## config.mk

```make
export PLATFORM = sky130hd
export DESIGN_NAME = uart_rx_to_aes
export DESIGN_NICKNAME = d
export VERILOG_FILES = /design/src/rtl/aes_uart_pkg.sv /design/src/rtl/uart_rx.sv /design/src/rtl/uart_rx_to_aes.sv
export SDC_FILE = /design/constraint.sdc
export NUM_CORES = 1
export LEC_CHECK = 0
export ABC_AREA = 1
export BUFFER_PORTS_ARGS = -buffer_cell sky130_fd_sc_hd__buf_2
export CAP_MARGIN = 10
export CORE_ASPECT_RATIO = 0.75
export CORE_UTILIZATION = 50
export CTS_CLUSTER_DIAMETER = 200
export CTS_CLUSTER_SIZE = 30
export DETAILED_ROUTE_END_ITERATION = 8
export PLACE_DENSITY = 0.79
export SYNTH_ARGS = -nofsm -noshare
export SYNTH_HDL_FRONTEND = slang
export SYNTH_SLANG_ARGS = --single-unit
```

## constraint.sdc

```tcl
create_clock -name clk -period 4.95 [get_ports clk]
set_clock_uncertainty 0.1 [all_clocks]
set_input_delay 1.2375 -clock clk [delete_from_list [all_inputs] [get_ports clk]]
set_output_delay 1.2375 -clock clk [all_outputs]
set_load 0.05 [all_outputs]
```

## src/rtl/aes_uart_pkg.sv

```systemverilog
// Shared definitions for the AES <-> UART byte paths: block geometry,
// receiver state encoding and the byte-slot mapping used by RX and TX.
package aes_uart_pkg;

  localparam int BLOCK_BYTES = 16;
  localparam int BLOCK_W     = 8 * BLOCK_BYTES;

  typedef enum logic [1:0] {
    IDLE  = 2'd0,
    START = 2'd1,
    DATA  = 2'd2,
    STOP  = 2'd3
  } rx_state_t;

  // MSB index of byte slot n: slot 0 is [127:120], slot 15 is [7:0].
  function automatic logic [6:0] slot_msb(input logic [3:0] n);
    return 7'd127 - {n, 3'b000};
  endfunction

endpackage

```

## src/rtl/uart_rx.sv

```systemverilog
// 8N1 UART receiver: 2-flop synchroniser plus start/data/stop state machine.
// byte_strb and frame_err are single-cycle registered pulses; byte_data is
// valid while byte_strb is high. rx_idle reports the receiver is between frames.
module uart_rx
  import aes_uart_pkg::*;
#(
  parameter int CLKS_PER_BIT = 434
) (
  input  logic       clk,
  input  logic       reset,
  input  logic       rx,
  output logic       byte_strb,
  output logic [7:0] byte_data,
  output logic       frame_err,
  output logic       rx_idle
);

  localparam int TW = $clog2(CLKS_PER_BIT + 1);
  localparam logic [TW-1:0] HALF_M1 = TW'(CLKS_PER_BIT / 2 - 1);
  localparam logic [TW-1:0] FULL_M1 = TW'(CLKS_PER_BIT - 1);

  logic          rx_meta_r;
  logic          rx_sync_r;
  rx_state_t     state_r;
  rx_state_t     state_nx_s;
  logic [TW-1:0] timer_r;
  logic [TW-1:0] timer_nx_s;
  logic [2:0]    bit_idx_r;
  logic [2:0]    bit_idx_nx_s;
  logic [7:0]    shift_r;
  logic [7:0]    shift_nx_s;
  logic          byte_strb_r;
  logic          strb_nx_s;
  logic          frame_err_r;
  logic          ferr_nx_s;

  // Bring the asynchronous line into the clock domain; idle level is high.
  always_ff @(posedge clk) begin
    if (reset) begin
      rx_meta_r <= 1'b1;
      rx_sync_r <= 1'b1;
    end else begin
      rx_meta_r <= rx;
      rx_sync_r <= rx_meta_r;
    end
  end

  // Next-state, bit timer and sampling decisions for one frame.
  always_comb begin
    state_nx_s   = state_r;
    timer_nx_s   = timer_r + TW'(1);
    bit_idx_nx_s = bit_idx_r;
    shift_nx_s   = shift_r;
    strb_nx_s    = 1'b0;
    ferr_nx_s    = 1'b0;
    case (state_r)
      IDLE: begin
        timer_nx_s = '0;
        if (!rx_sync_r) begin
          state_nx_s = START;
        end else begin
          state_nx_s = IDLE;
        end
      end
      START: begin
        if (timer_r == HALF_M1) begin
          timer_nx_s   = '0;
          bit_idx_nx_s = 3'd0;
          // A start bit that is high again at its centre was only a glitch.
          if (!rx_sync_r) begin
            state_nx_s = DATA;
          end else begin
            state_nx_s = IDLE;
          end
        end else begin
          state_nx_s = START;
        end
      end
      DATA: begin
        if (timer_r == FULL_M1) begin
          timer_nx_s   = '0;
          shift_nx_s   = {rx_sync_r, shift_r[7:1]};
          bit_idx_nx_s = bit_idx_r + 3'd1;
          if (bit_idx_r == 3'd7) begin
            state_nx_s = STOP;
          end else begin
            state_nx_s = DATA;
          end
        end else begin
          state_nx_s = DATA;
        end
      end
      STOP: begin
        if (timer_r == FULL_M1) begin
          // Leave at mid stop bit so the next start edge is never missed.
          timer_nx_s = '0;
          state_nx_s = IDLE;
          if (rx_sync_r) begin
            strb_nx_s = 1'b1;
          end else begin
            ferr_nx_s = 1'b1;
          end
        end else begin
          state_nx_s = STOP;
        end
      end
      default: begin
        state_nx_s = IDLE;
        timer_nx_s = '0;
      end
    endcase
  end

  // Frame state, timer, shift register and output pulse registers.
  always_ff @(posedge clk) begin
    if (reset) begin
      state_r     <= IDLE;
      timer_r     <= '0;
      bit_idx_r   <= 3'd0;
      shift_r     <= 8'h00;
      byte_strb_r <= 1'b0;
      frame_err_r <= 1'b0;
    end else begin
      state_r     <= state_nx_s;
      timer_r     <= timer_nx_s;
      bit_idx_r   <= bit_idx_nx_s;
      shift_r     <= shift_nx_s;
      byte_strb_r <= strb_nx_s;
      frame_err_r <= ferr_nx_s;
    end
  end

  assign byte_strb = byte_strb_r;
  assign byte_data = shift_r;
  assign frame_err = frame_err_r;
  assign rx_idle   = (state_r == IDLE);

endmodule

```

## src/rtl/uart_rx_to_aes.sv

```systemverilog
// UART receive path feeding the AES core: collects 16 received bytes into a
// 128-bit block (first byte in [127:120]) and offers it on a valid/ready
// handshake through an output register separate from the assembly register.
// Optional feature macro: RX_TIMEOUT_EN discards a partial block after
// TIMEOUT_BITS idle bit periods.
module uart_rx_to_aes
  import aes_uart_pkg::*;
#(
  parameter int CLK_FREQ     = 50_000_000,
  parameter int BAUD_RATE    = 115200,
  parameter int CLKS_PER_BIT = CLK_FREQ / BAUD_RATE,
  parameter int TIMEOUT_BITS = 32
) (
  input  logic               clk,
  input  logic               reset,
  input  logic               rx,
  output logic [BLOCK_W-1:0] block,
  output logic               block_valid,
  input  logic               block_ready,
  output logic [3:0]         byte_cnt,
  output logic               frame_err,
  output logic               overrun
);

`ifdef RX_TIMEOUT_EN
  localparam logic TIMEOUT_ON = 1'b1;
`else
  localparam logic TIMEOUT_ON = 1'b0;
`endif
  localparam logic [31:0] TIMEOUT_CYC = 32'(TIMEOUT_BITS * CLKS_PER_BIT);

  logic               byte_strb_s;
  logic [7:0]         byte_data_s;
  logic               rx_idle_s;
  logic [BLOCK_W-1:0] asm_r;
  logic [BLOCK_W-1:0] asm_nx_s;
  logic [3:0]         byte_cnt_r;
  logic [BLOCK_W-1:0] block_r;
  logic               block_valid_r;
  logic               overrun_r;
  logic               complete_s;
  logic               consume_s;
  logic               load_s;
  logic               drop_s;
  logic [31:0]        idle_cnt_r;
  logic               timeout_s;

  uart_rx #(
    .CLKS_PER_BIT(CLKS_PER_BIT)
  ) u_uart_rx (
    .clk      (clk),
    .reset    (reset),
    .rx       (rx),
    .byte_strb(byte_strb_s),
    .byte_data(byte_data_s),
    .frame_err(frame_err),
    .rx_idle  (rx_idle_s)
  );

  // Assembly register with the incoming byte placed in its slot, and the
  // completion / handshake decisions derived from it.
  always_comb begin
    asm_nx_s = asm_r;
    asm_nx_s[slot_msb(byte_cnt_r) -: 8] = byte_data_s;
    complete_s = byte_strb_s && (byte_cnt_r == 4'd15);
    consume_s  = block_valid_r && block_ready;
    load_s     = complete_s && (!block_valid_r || consume_s);
    drop_s     = complete_s && !load_s;
    timeout_s  = TIMEOUT_ON && rx_idle_s && (byte_cnt_r != 4'd0) &&
                 (idle_cnt_r == TIMEOUT_CYC);
  end

  // Byte slot counter and assembly register; the counter wraps on byte 16.
  always_ff @(posedge clk) begin
    if (reset) begin
      asm_r      <= '0;
      byte_cnt_r <= 4'd0;
    end else if (byte_strb_s) begin
      asm_r      <= asm_nx_s;
      byte_cnt_r <= byte_cnt_r + 4'd1;
    end else if (timeout_s) begin
      byte_cnt_r <= 4'd0;
    end else begin
      asm_r      <= asm_r;
      byte_cnt_r <= byte_cnt_r;
    end
  end

  // Output register: load a completed block when free or being consumed,
  // otherwise keep the old block and flag the drop.
  always_ff @(posedge clk) begin
    if (reset) begin
      block_r       <= '0;
      block_valid_r <= 1'b0;
      overrun_r     <= 1'b0;
    end else begin
      overrun_r <= drop_s;
      if (load_s) begin
        block_r       <= asm_nx_s;
        block_valid_r <= 1'b1;
      end else if (consume_s) begin
        block_valid_r <= 1'b0;
      end else begin
        block_valid_r <= block_valid_r;
      end
    end
  end

  // Inter-byte idle counter; only advances with a partial block pending.
  always_ff @(posedge clk) begin
    if (reset) begin
      idle_cnt_r <= 32'd0;
    end else if (!TIMEOUT_ON || byte_strb_s || timeout_s ||
                 !rx_idle_s || (byte_cnt_r == 4'd0)) begin
      idle_cnt_r <= 32'd0;
    end else begin
      idle_cnt_r <= idle_cnt_r + 32'd1;
    end
  end

  assign block       = block_r;
  assign block_valid = block_valid_r;
  assign byte_cnt    = byte_cnt_r;
  assign overrun     = overrun_r;

endmodule

```

==> impl_metrics.toml <==
[timing]
fin_crit_sh_pct = 67.16
finalSetupViolCount = 0
whs_ns = 0.3233
rsz0062_at_grt = "false"
tightest_slew_ns = 1.067
slew_viol_final = 0
fmax_mhz = 300.8
finalSetupTns_ns = 0
fin_crit_ns = 3.324
final_hold_viol_count = 0
fin_ws_ns = 1.626
slew_headroom_pct = 28.80

[worst_setup_path]
path_buf_inv = 1
startpoint_type = "flip-flop"
cp_slowest_cell = "dfxtp_1"
cp_max_fo = 30
crit_start = "byte_cnt[1]$_SDFFE_PP0P_"
cp_top_family = "flip-flops"
timing.rr.start = "byte_cnt[1]$_SDFFE_PP0P_"
cpPeakStageDelay_ns = 1.04
cp-end-kind = "output port"
crit_chain = "buf_2"
crit_arrival_ns = 1.99
r2r_setup_slack_ns = 1.91
crit_type = "flip-flop to output port"
worst_ep_required_time_ns = 3.61

[cells_and_area]
post-route-util_pct = 55.95
final_nets = 1732
num_antenna_cells = 0
syn_to_final_growth_pct = 8.327
drive_gt1_share_pct = 10.33

[clock_network]
cts_tree = "built"
postCtsSetupBuffers = 0
cts-htree-levels = 1
clkSinkCount = 288
numCtsBuffers = 13
cts.clk_slew.worst_paths_ns = 0.12
clockRootBuffer = "clkbuf_16"
clockBufferDepth = 3
cts_resized = 0
clk_latency_ns = 0.50
hold_buffers = 0

[logic_synthesis]
synth_top_area_share_pct = 47.90
ys_types = 27
ys_ff_latch = 288
synth_compound_area_share_pct = 22.55
synthSimpleGateAreaFrac_pct = 17.58
syn_area_um2 = 12040
synth-xor-area-share_pct = 0.5094
synth.area.mux_share_pct = 0
synthCells = 1664
synthTopCellsByArea = "dfxtp_1, o21ai_0, nand2_1"
synth.avg_cell_area_um2 = 7.234
yosysWarnings = 0
yosysSeqAreaShare_pct = 47.90
syn_nets = 1683
synth_top_family_by_area = "compound AO/OA/AOI/OAI gates"
synth_top_area_cell = "dfxtp_1"
yosys.area_share.adder_pct = 1.559

[floorplanning]
rows = 48
die_h_um = 136.4
fp.dieArea_um2 = 24700
fp.dieW_um = 181.2
initial_core_util_pct = 51.65
io_pins = 139
core_um2 = 23300

[place]
gpl.final_weighted_congestion = 0.8385
pre_cts_slack_ns = 1.995
dp_hpwl_mm = 19.75
port_buffers = 138

[route]
via_per_inst = 5.347
dr.pass1.iters = 5
wirelength_mm = 30.14
met3WireLength_mm = 2.043
ant_nets = 0
wl_per_cell_um = 14.97
vias = 10760
remaining_drc_errors = 0
top_layer_used = "met4"
drtIter0Drc = 1072
drt-met1-wl_mm = 13.93
met2_length_mm = 13.60

[global_routing]
grt_pass1_wl_mm = 48.33
antenna_found_initial = 0
grt_overflow = 0
gr-usage-all-layers_pct = 24.04
grt_max_degree = 197
grt_pass1_vias = 9447

[worst_hold_path]
hold_path_class = "flip-flop to flip-flop"
min-delay-start = "u_uart_rx.rx_meta_r$_SDFF_PP1_"

[pwr]
total_power_mw = 3.589
leakagePower_nw = 6.238
vdd_drop_max_mv = 0.2121
p_per_area_nw_per_um2 = 275.2

[outcome]
outcome = "finished clean"

[run]
maxCapViolCount = 0
==> where the power goes <==
group          total (mW)  leakage [nW]  internal [mW]  switching [mW]
clock network        1.22         0.168          0.489           0.729
logic              0.0507          3.75         0.0111          0.0396
registers            2.32          2.32           2.32         0.00167
total                3.59          6.24           2.82           0.771
==> cells by family (layout without fill, tap and decap cells) <==
| logic type | Yosys count | count (layout) |
|---|---|---|
| and+or+nand+nor | 529 | 529 |
| DFF | 288 | 288 |
| xor gates and xnor gates | 7 | 7 |
| buffers and inverters | 299 | 348 |
| adders and majority gates | 15 | 15 |
| AOI/OAI and AO/OA | 526 | 526 |
==> routing by layer <==
metal | track usage (%) | vias up
met3 | 3.965 | 38
li1 | - | 5449
met2 | 38.25 | 351
met4 | 5.932 | 0
met5 | 0 | -
met1 | 33.95 | 4926
==> worst reg2reg max path, cell delays in order (launching register included) <==
cell     delay, ns
dfxtp_1       1.04
ha_1          0.39
nand4_2       0.20
a21oi_4       0.23
buf_12        0.53
o21ai_0       0.24
a21oi_1       0.21
==> sequential cells by signal (all words and copies together), names as in the netlist, 2 cells and up <==
name	flops
byte_cnt	4
block	128
u_uart_rx.timer_r	9
u_uart_rx.state_r	2
asm_r	128
u_uart_rx.byte_data	8
u_uart_rx.bit_idx_r	3
==> per-stage QoR <==
step,instances,cell area (µm²)
final,2013,13040
after global routing,2013,13040
after CTS,2013,13040
after detailed placement,1998,12690
after global placement,1998,12690
after floorplan,1664,12040
==> cells in the mapped netlist <==
| cell type | number |
|---|---|
| a21oi_1 | 154 |
| a21oi_4 | 1 |
| buf_1 | 7 |
| buf_2 | 20 |
| buf_4 | 10 |
| buf_6 | 1 |
| clkbuf_1 | 71 |
| clkinv_1 | 1 |
| dfxtp_1 | 288 |
| ha_1 | 15 |
| inv_1 | 183 |
| inv_2 | 6 |
| nand2_1 | 242 |
| nand3_1 | 35 |
| nand3_2 | 4 |
| nand4_1 | 3 |
| nand4_2 | 1 |
| nor2_1 | 236 |
| nor3_1 | 2 |
| nor3_2 | 2 |
| nor3_4 | 2 |
| o211ai_1 | 28 |
| o21ai_0 | 235 |
| o21ai_1 | 108 |
| or2_2 | 2 |
| xnor2_1 | 2 |
| xor2_1 | 5 |
==> cells in the final DEF, fill, tap and decap left out, types with 2 or more instances in the layout <==
cell type  netlist  layout
a21oi_1        154     154
buf_12           0       2
buf_2           20     138
buf_4           10       3
clkbuf_16        0      13
dfxtp_1        288     287
ha_1            15      15
inv_1          183     182
inv_2            6       5
nand2_1        242     242
nand3_1         35      35
nand3_2          4       4
nand4_1          3       3
nor2_1         236     236
nor3_1           2       2
nor3_2           2       2
nor3_4           2       2
o211ai_1        28      28
o21ai_0        235     235
o21ai_1        108     108
or2_2            2       2
xnor2_1          2       2
xor2_1           5       5
==> final timing paths <==
| path | to | cells after the start |
|---|---|---|
| setup / recovery | byte_cnt[1] | 1 |
| hold / removal | u_uart_rx.rx_sync_r$_SDFF_PP1_ | 1 |
| setup reg to reg | block[54]$_SDFFE_PP0P_ | 6 |
| hold reg to reg | u_uart_rx.rx_sync_r$_SDFF_PP1_ | 1 |
==> cell type report <==
| cell class | count | area [µm²] |
|---|---|---|
| Tap cell | 300 | 375.4 |
| Timing Repair Buffer | 143 | 753.2 |
| Clock buffer | 14 | 329.1 |
| Fill cell | 2223 | 10260 |
| Multi-Input combinational cell | 1077 | 5079 |
| Inverter | 190 | 716.9 |
| Sequential cell | 288 | 5769 |
| Clock inverter | 1 | 16.27 |
(Power assumes the default switching activity.)
